==> config.mk <==
export PLATFORM = sky130hd
export DESIGN_NAME = seq_div_cla
export DESIGN_NICKNAME = d
export VERILOG_FILES = /design/src/rtl/seq_div_cla.sv
export SDC_FILE = /design/constraint.sdc
export NUM_CORES = 1
export LEC_CHECK = 0
export ABC_AREA = 1
export BUFFER_PORTS_ARGS = -buffer_cell sky130_fd_sc_hd__buf_2
export CORE_MARGIN = 2
export CORE_UTILIZATION = 51
export DETAILED_ROUTE_END_ITERATION = 16
export MAX_ROUTING_LAYER = met4
export PLACE_DENSITY = 0.73
export SYNTH_ARGS = -nofsm -noshare
export SYNTH_HDL_FRONTEND = slang
export SYNTH_SLANG_ARGS = --single-unit
==> constraint.sdc <==
create_clock -name clk -period 2.1 [get_ports clk]
set_clock_uncertainty 0.05 [all_clocks]
set_input_delay 0.21 -clock clk [delete_from_list [all_inputs] [get_ports clk]]
set_output_delay 0.21 -clock clk [all_outputs]
set_load 0.01 [all_outputs]
==> src/rtl/seq_div_cla.sv <==
`timescale 1ns/1ps
// ---------------------------------------------------------------------------
// seq_div_cla
//   Iterative restoring divider producing one quotient bit per clock. Each
//   trial subtraction P - divisor is computed as P + ~divisor + 1 on a chain
//   of 4-bit carry-lookahead slices. Shares the start/done handshake of the
//   shift-add multiplier it sits beside.
//
//   Optional feature macro: DIV_SIGNED_EN
//     defined   - two's complement operands; magnitudes are divided and one
//                 extra SFIX cycle applies the result signs (truncation
//                 toward zero). Latency WIDTH+1.
//     undefined - unsigned only. Latency WIDTH.
//
// Parameters
//   WIDTH        operand/result width, must be a multiple of 4
// Ports
//   clk          rising-edge clock
//   rst          asynchronous reset, active-high
//   start        request, sampled only in IDLE or FIN
//   dividend     numerator, captured on the accepting edge
//   divisor      denominator, captured on the accepting edge
//   busy         high while an operation is iterating (RUN / SFIX)
//   done         one-cycle pulse, results valid in this cycle
//   quotient     result, held until the next result is loaded
//   remainder    result, held until the next result is loaded
//   div_by_zero  set with done when divisor was zero, held with results
// ---------------------------------------------------------------------------
module seq_div_cla #(
    parameter int WIDTH = 8
) (
    input  logic             clk,
    input  logic             rst,
    input  logic             start,
    input  logic [WIDTH-1:0] dividend,
    input  logic [WIDTH-1:0] divisor,
    output logic             busy,
    output logic             done,
    output logic [WIDTH-1:0] quotient,
    output logic [WIDTH-1:0] remainder,
    output logic             div_by_zero
);

    localparam int NSL = WIDTH / 4;
    localparam int CW  = (WIDTH > 2) ? $clog2(WIDTH) : 1;

    typedef enum logic [1:0] {
        S_IDLE = 2'd0,
        S_RUN  = 2'd1,
`ifdef DIV_SIGNED_EN
        S_SFIX = 2'd2,
`endif
        S_FIN  = 2'd3
    } state_t;

    // 4-bit carry-lookahead slice: returns {carry_out, sum[3:0]}
    function automatic logic [4:0] cla4(input logic [3:0] a,
                                        input logic [3:0] b,
                                        input logic       cin);
        logic [3:0] g;
        logic [3:0] p;
        logic [4:0] c;
        g    = a & b;
        p    = a ^ b;
        c[0] = cin;
        c[1] = g[0] | (p[0] & cin);
        c[2] = g[1] | (p[1] & g[0]) | (p[1] & p[0] & cin);
        c[3] = g[2] | (p[2] & g[1]) | (p[2] & p[1] & g[0])
             | (p[2] & p[1] & p[0] & cin);
        c[4] = g[3] | (p[3] & g[2]) | (p[3] & p[2] & g[1])
             | (p[3] & p[2] & p[1] & g[0]) | (p[3] & p[2] & p[1] & p[0] & cin);
        return {c[4], p ^ c[3:0]};
    endfunction

`ifdef DIV_SIGNED_EN
    // Magnitude of a two's complement value; the most negative value maps to
    // 2^(WIDTH-1), which still fits as an unsigned WIDTH-bit number.
    function automatic logic [WIDTH-1:0] mag(input logic [WIDTH-1:0] x);
        logic [WIDTH-1:0] m;
        if (x[WIDTH-1]) begin
            m = ~x + WIDTH'(1);
        end else begin
            m = x;
        end
        return m;
    endfunction
`endif

    state_t           state_r, state_nx;
    logic [CW-1:0]    cnt_r, cnt_nx;
    // Partial remainder. The invariant P < divisor keeps it within WIDTH
    // bits between iterations; only the shifted value needs WIDTH+1 bits.
    logic [WIDTH-1:0] p_r, p_nx;
    logic [WIDTH-1:0] q_r, q_nx;
    logic [WIDTH-1:0] dvs_r, dvs_nx;
    logic [WIDTH-1:0] quo_r, quo_nx;
    logic [WIDTH-1:0] rem_r, rem_nx;
    logic             dbz_r, dbz_nx;
    logic             busy_r, busy_nx;
    logic             done_r, done_nx;
`ifdef DIV_SIGNED_EN
    logic             neg_q_r, neg_q_nx;
    logic             neg_r_r, neg_r_nx;
`endif

    logic [WIDTH:0]   p_sh_s;
    logic [WIDTH-1:0] b_inv_s;
    logic [WIDTH-1:0] diff_s;
    logic             chain_cout_s;
    logic             no_borrow_s;

    assign p_sh_s  = {p_r, q_r[WIDTH-1]};
    assign b_inv_s = ~dvs_r;

    // Trial subtraction of the low WIDTH bits through the CLA slice chain
    always_comb begin
        logic       c_v;
        logic [4:0] s_v;
        c_v    = 1'b1;
        s_v    = 5'b0;
        diff_s = '0;
        for (int i = 0; i < NSL; i++) begin
            s_v               = cla4(p_sh_s[4*i +: 4], b_inv_s[4*i +: 4], c_v);
            diff_s[4*i +: 4]  = s_v[3:0];
            c_v               = s_v[4];
        end
        chain_cout_s = c_v;
    end

    // Top bit of the WIDTH+1-bit subtraction: the divisor's extension bit is
    // 0, so its inverted form is 1 and the carry-out reduces to an OR.
    assign no_borrow_s = p_sh_s[WIDTH] | chain_cout_s;

    // Next-state, datapath and output-register next values
    always_comb begin
        state_nx = state_r;
        cnt_nx   = cnt_r;
        p_nx     = p_r;
        q_nx     = q_r;
        dvs_nx   = dvs_r;
        quo_nx   = quo_r;
        rem_nx   = rem_r;
        dbz_nx   = dbz_r;
`ifdef DIV_SIGNED_EN
        neg_q_nx = neg_q_r;
        neg_r_nx = neg_r_r;
`endif
        case (state_r)
            S_IDLE, S_FIN: begin
                if (start) begin
                    if (divisor != '0) begin
                        dbz_nx   = 1'b0;
                        cnt_nx   = CW'(WIDTH - 1);
                        p_nx     = '0;
`ifdef DIV_SIGNED_EN
                        q_nx     = mag(dividend);
                        dvs_nx   = mag(divisor);
                        neg_q_nx = dividend[WIDTH-1] ^ divisor[WIDTH-1];
                        neg_r_nx = dividend[WIDTH-1];
`else
                        q_nx     = dividend;
                        dvs_nx   = divisor;
`endif
                        state_nx = S_RUN;
                    end else begin
                        quo_nx   = {WIDTH{1'b1}};
                        rem_nx   = dividend;
                        dbz_nx   = 1'b1;
                        dvs_nx   = divisor;
                        state_nx = S_FIN;
                    end
                end else begin
                    state_nx = S_IDLE;
                end
            end
            S_RUN: begin
                if (no_borrow_s) begin
                    p_nx = diff_s;
                end else begin
                    p_nx = p_sh_s[WIDTH-1:0];
                end
                q_nx = {q_r[WIDTH-2:0], no_borrow_s};
                if (cnt_r == '0) begin
`ifdef DIV_SIGNED_EN
                    state_nx = S_SFIX;
`else
                    quo_nx   = q_nx;
                    rem_nx   = p_nx;
                    state_nx = S_FIN;
`endif
                end else begin
                    cnt_nx = cnt_r - CW'(1);
                end
            end
`ifdef DIV_SIGNED_EN
            S_SFIX: begin
                if (neg_q_r) begin
                    quo_nx = ~q_r + WIDTH'(1);
                end else begin
                    quo_nx = q_r;
                end
                if (neg_r_r) begin
                    rem_nx = ~p_r + WIDTH'(1);
                end else begin
                    rem_nx = p_r;
                end
                state_nx = S_FIN;
            end
`endif
            default: begin
                state_nx = S_IDLE;
            end
        endcase
        done_nx = (state_nx == S_FIN);
`ifdef DIV_SIGNED_EN
        busy_nx = (state_nx == S_RUN) || (state_nx == S_SFIX);
`else
        busy_nx = (state_nx == S_RUN);
`endif
    end

    // FSM state register
    always_ff @(posedge clk or posedge rst) begin
        if (rst) begin
            state_r <= S_IDLE;
        end else begin
            state_r <= state_nx;
        end
    end

    // Datapath and registered outputs
    always_ff @(posedge clk or posedge rst) begin
        if (rst) begin
            cnt_r   <= '0;
            p_r     <= '0;
            q_r     <= '0;
            dvs_r   <= '0;
            quo_r   <= '0;
            rem_r   <= '0;
            dbz_r   <= 1'b0;
            busy_r  <= 1'b0;
            done_r  <= 1'b0;
`ifdef DIV_SIGNED_EN
            neg_q_r <= 1'b0;
            neg_r_r <= 1'b0;
`endif
        end else begin
            cnt_r   <= cnt_nx;
            p_r     <= p_nx;
            q_r     <= q_nx;
            dvs_r   <= dvs_nx;
            quo_r   <= quo_nx;
            rem_r   <= rem_nx;
            dbz_r   <= dbz_nx;
            busy_r  <= busy_nx;
            done_r  <= done_nx;
`ifdef DIV_SIGNED_EN
            neg_q_r <= neg_q_nx;
            neg_r_r <= neg_r_nx;
`endif
        end
    end

    assign busy        = busy_r;
    assign done        = done_r;
    assign quotient    = quo_r;
    assign remainder   = rem_r;
    assign div_by_zero = dbz_r;

endmodule

==> results.yml <==
run_status:
  outcome: "finished clean"
clocking:
  cts_made_buffers: 5
  clk_pin_slew_ns: 0.09
  cts_tree: "built"
  cts_root_buf: "clkbuf_8"
  cts_max_level: 2
  clock_latency_ns: 0.31
  clock_path_buffers: 2
  clock-sinks: 48
drt:
  highest_layer: "met4"
  wire_per_inst_um: 12.43
  wl_met2_mm: 2.787
  avgViaCountPerCell: 4.881
  drc_errors: 0
  ant_nets: 0
  met1_length_mm: 2.663
  drt_iter0_drc: 220
  vias: 2260
  routed_wl_mm: 5.755
  wl_met3_um: 207
  dr.pass1.iters: 4
critical_path:
  worstReg2RegStart: "p_r[2]"
  slowest_delay_ns: 0.43
  start_kind: "flip-flop"
  crit_top_cell: "nand2_2"
  crit_path_cell_trace: "ha_4, nand2_2, nor2_1, nor2_1, nand2_2, inv_2, fa_2, xnor2_2, nand2_1, nand2_1, nand2_2, o21ai_1"
  worst-path-max-fanout: 4
  ff2ff_setup_slack_ns: 0.06
  arrival_ns: 2.24
  r2r_cells: 12
  r2r-end: "p_r[5]"
  worst_path_max_delay_cell: "dfrtp_2"
  crit_type: "flip-flop to flip-flop"
  critical_path_required_ns: 2.29
  worst-path-buf-inv: 1
  end_kind: "flip-flop"
  critPathTopFamily: "adder cells"
yosys:
  synth_nets: 376
  synth_area_per_cell_um2: 7.811
  ys_seq_area_frac: 0.4496
  netlist-cell-type-count: 28
  ys_warn_count: 0
  netlist_area_um2: 2671
  syn_inst: 342
  ys_seq_elements: 48
final_layout:
  drive_gt1_frac: 0.2392
  fillers: 487
  fin_nets: 426
  area_delta_synth_final_pct: 18.92
  final_common_cell: "nand2_1"
  seqCellArea_um2: 1202
  layout_common_cells: "nand2_1, inv_1, dfrtp_1, buf_2, o21ai_0"
  multiInputGateArea_um2: 1266
  antennaDiodeCount: 0
placed_design:
  place_congestion: 0.8563
  dp.final_hpwl_mm: 4.249
  portBuffers: 37
global_route:
  grt_max_degree: 28
  track_usage: 0.2166
  overflow: 0
  grt_pass1_vias: 2155
  grt_pass1_wl_mm: 9.846
  antenna_found_initial: 0
hold_path:
  min_to: "dvs_r[1]"
  hp-class: "input port to flip-flop"
  holdCritStartpoint: "divisor[1]"
  hold_depth: 3
sta:
  slew-limit-headroom: 0.6893
  fin_crit_sh: 0.9725
  slew_violations: 0
  hold_viol: 0
  fmax_ghz: 0.4897
  timing.final.crit_period_ns: 2.042
  tightestPinTransition_ns: 0.4654
  rsz0062_at_grt: "true"
  fin_setup_tns_ns: 0
  setup-violations-final: 0
floorplanning:
  coreArea_um2: 5075
  die_h_um: 76.38
  fp.dieW_um: 76.38
  die_area_um2: 5833
  io_pins: 38
  initial_core_util: 0.5264
  rows: 26
run:
  drv_cap: 0
power_and_ir_drop:
  powerDensity_nw_per_um2: 1735
  p_leak_uw: 0.001689
  finalPower_uw: 5510
  peakVddDrop_mv: 1.192
==> tightest hold or removal path, delay by kind of cell <==
kind | cells | cell delay (ns)
buffers and inverters | 2 | 0.14
AOI/OAI and AO/OA | 1 | 0.07
==> flip-flops by register name (all words and copies together), names as in the netlist <==
register and cells:
busy 1, cnt_r 3, div_by_zero 1, done 1, dvs_r 8, p_r 8, q_r 8, quotient 8
remainder 8, state_r 2
==> metal layers <==
metal  global-route usage  vias to the layer above
met5                    -                        -
met4              0.06909                        0
met3              0.04147                        8
met2               0.3531                       39
met1               0.2748                     1038
li1                     -                     1175
==> synthesized netlist by cell type, drive strengths merged <==
master	count	area, um^2
a21oi	19	95.09
a31oi	7	43.79
buf	8	48.80
clkbuf	2	7.510
dfrtp	48	1201
fa	1	20.02
ha	14	175.2
inv	57	216.5
nand2	95	366.6
nand3	10	62.56
nand4	8	50.05
nor2	27	121.4
o21a	1	7.510
o21ai	38	190.2
o22ai	1	20.02
or2	3	18.77
xnor2	2	17.52
xor2	1	8.760
==> how the worst max path moves through the flow <==
stage,depth (start not counted),from,end,slack (ns)
floorplan,12,p_r[2],remainder[5],0.13
global placement,13,q_r[7],q_r[0],0.1
detailed placement,12,p_r[2],remainder[5],0.04
CTS,12,p_r[2],remainder[5],0.05
global route,13,dvs_r[3],p_r[5],-0.06
finish,12,p_r[2],p_r[5],0.06
==> layout make-up <==
type / instances / area share
Clock buffer: 6 / 0.02599
Clock inverter: 2 / 0.004332
Inverter: 57 / 0.06814
Multi-Input combinational cell: 227 / 0.3986
Sequential cell: 48 / 0.3785
Tap cell: 70 / 0.02757
Timing Repair Buffer: 53 / 0.09689
==> report_power, final <==
part	leakage [uW]	internal, uW	switching, uW
clock network	0.0000516	269	316
logic	0.00105	1310	2060
registers	0.000582	1340	210
total	0.00169	2920	2590
==> per-stage QoR <==
| stage | utilization | cells | instance area, um^2 | worst slack, ns | hold WS (ns) |
|---|---|---|---|---|---|
| detailed placement | 0.5823 | 448 | 2955 | 0.03621 | 0.1574 |
| CTS | 0.6033 | 457 | 3062 | 0.04545 | 0.1071 |
| floorplan | - | 342 | 2671 | 0.1289 | 0.3254 |
| finish | 0.6260 | 463 | 3177 | 0.05779 | 0.1093 |
| global placement | 0.5823 | 448 | 2955 | 0.09788 | 0.1505 |
| global route | 0.6260 | 463 | 3177 | -0.06391 | 0.1186 |
==> repair_timing <==
| action | CTS | global route |
|---|---|---|
| endpoints found under the setup margin | 0 | 9 |
| setup buffers | 0 | 6 |
| resized for setup | 0 | 20 |
| endpoints found under the hold margin | 15 | 0 |
| hold buffers | 1 | 0 |
==> cells by family (layout without fill, tap and decap cells) <==
family                   Yosys count  after routing  synth area share
flip-flops                        48             48            0.4496
AND/OR/NAND/NOR                  143            143            0.2318
XOR/XNOR                           3              3          0.009838
AO/OA/AOI/OAI                     66             66            0.1335
adder cells (fa/ha/maj)           15             15           0.07307
buffers and inverters             67            118            0.1021
No activity file was read; power rests on OpenSTA's default activity.
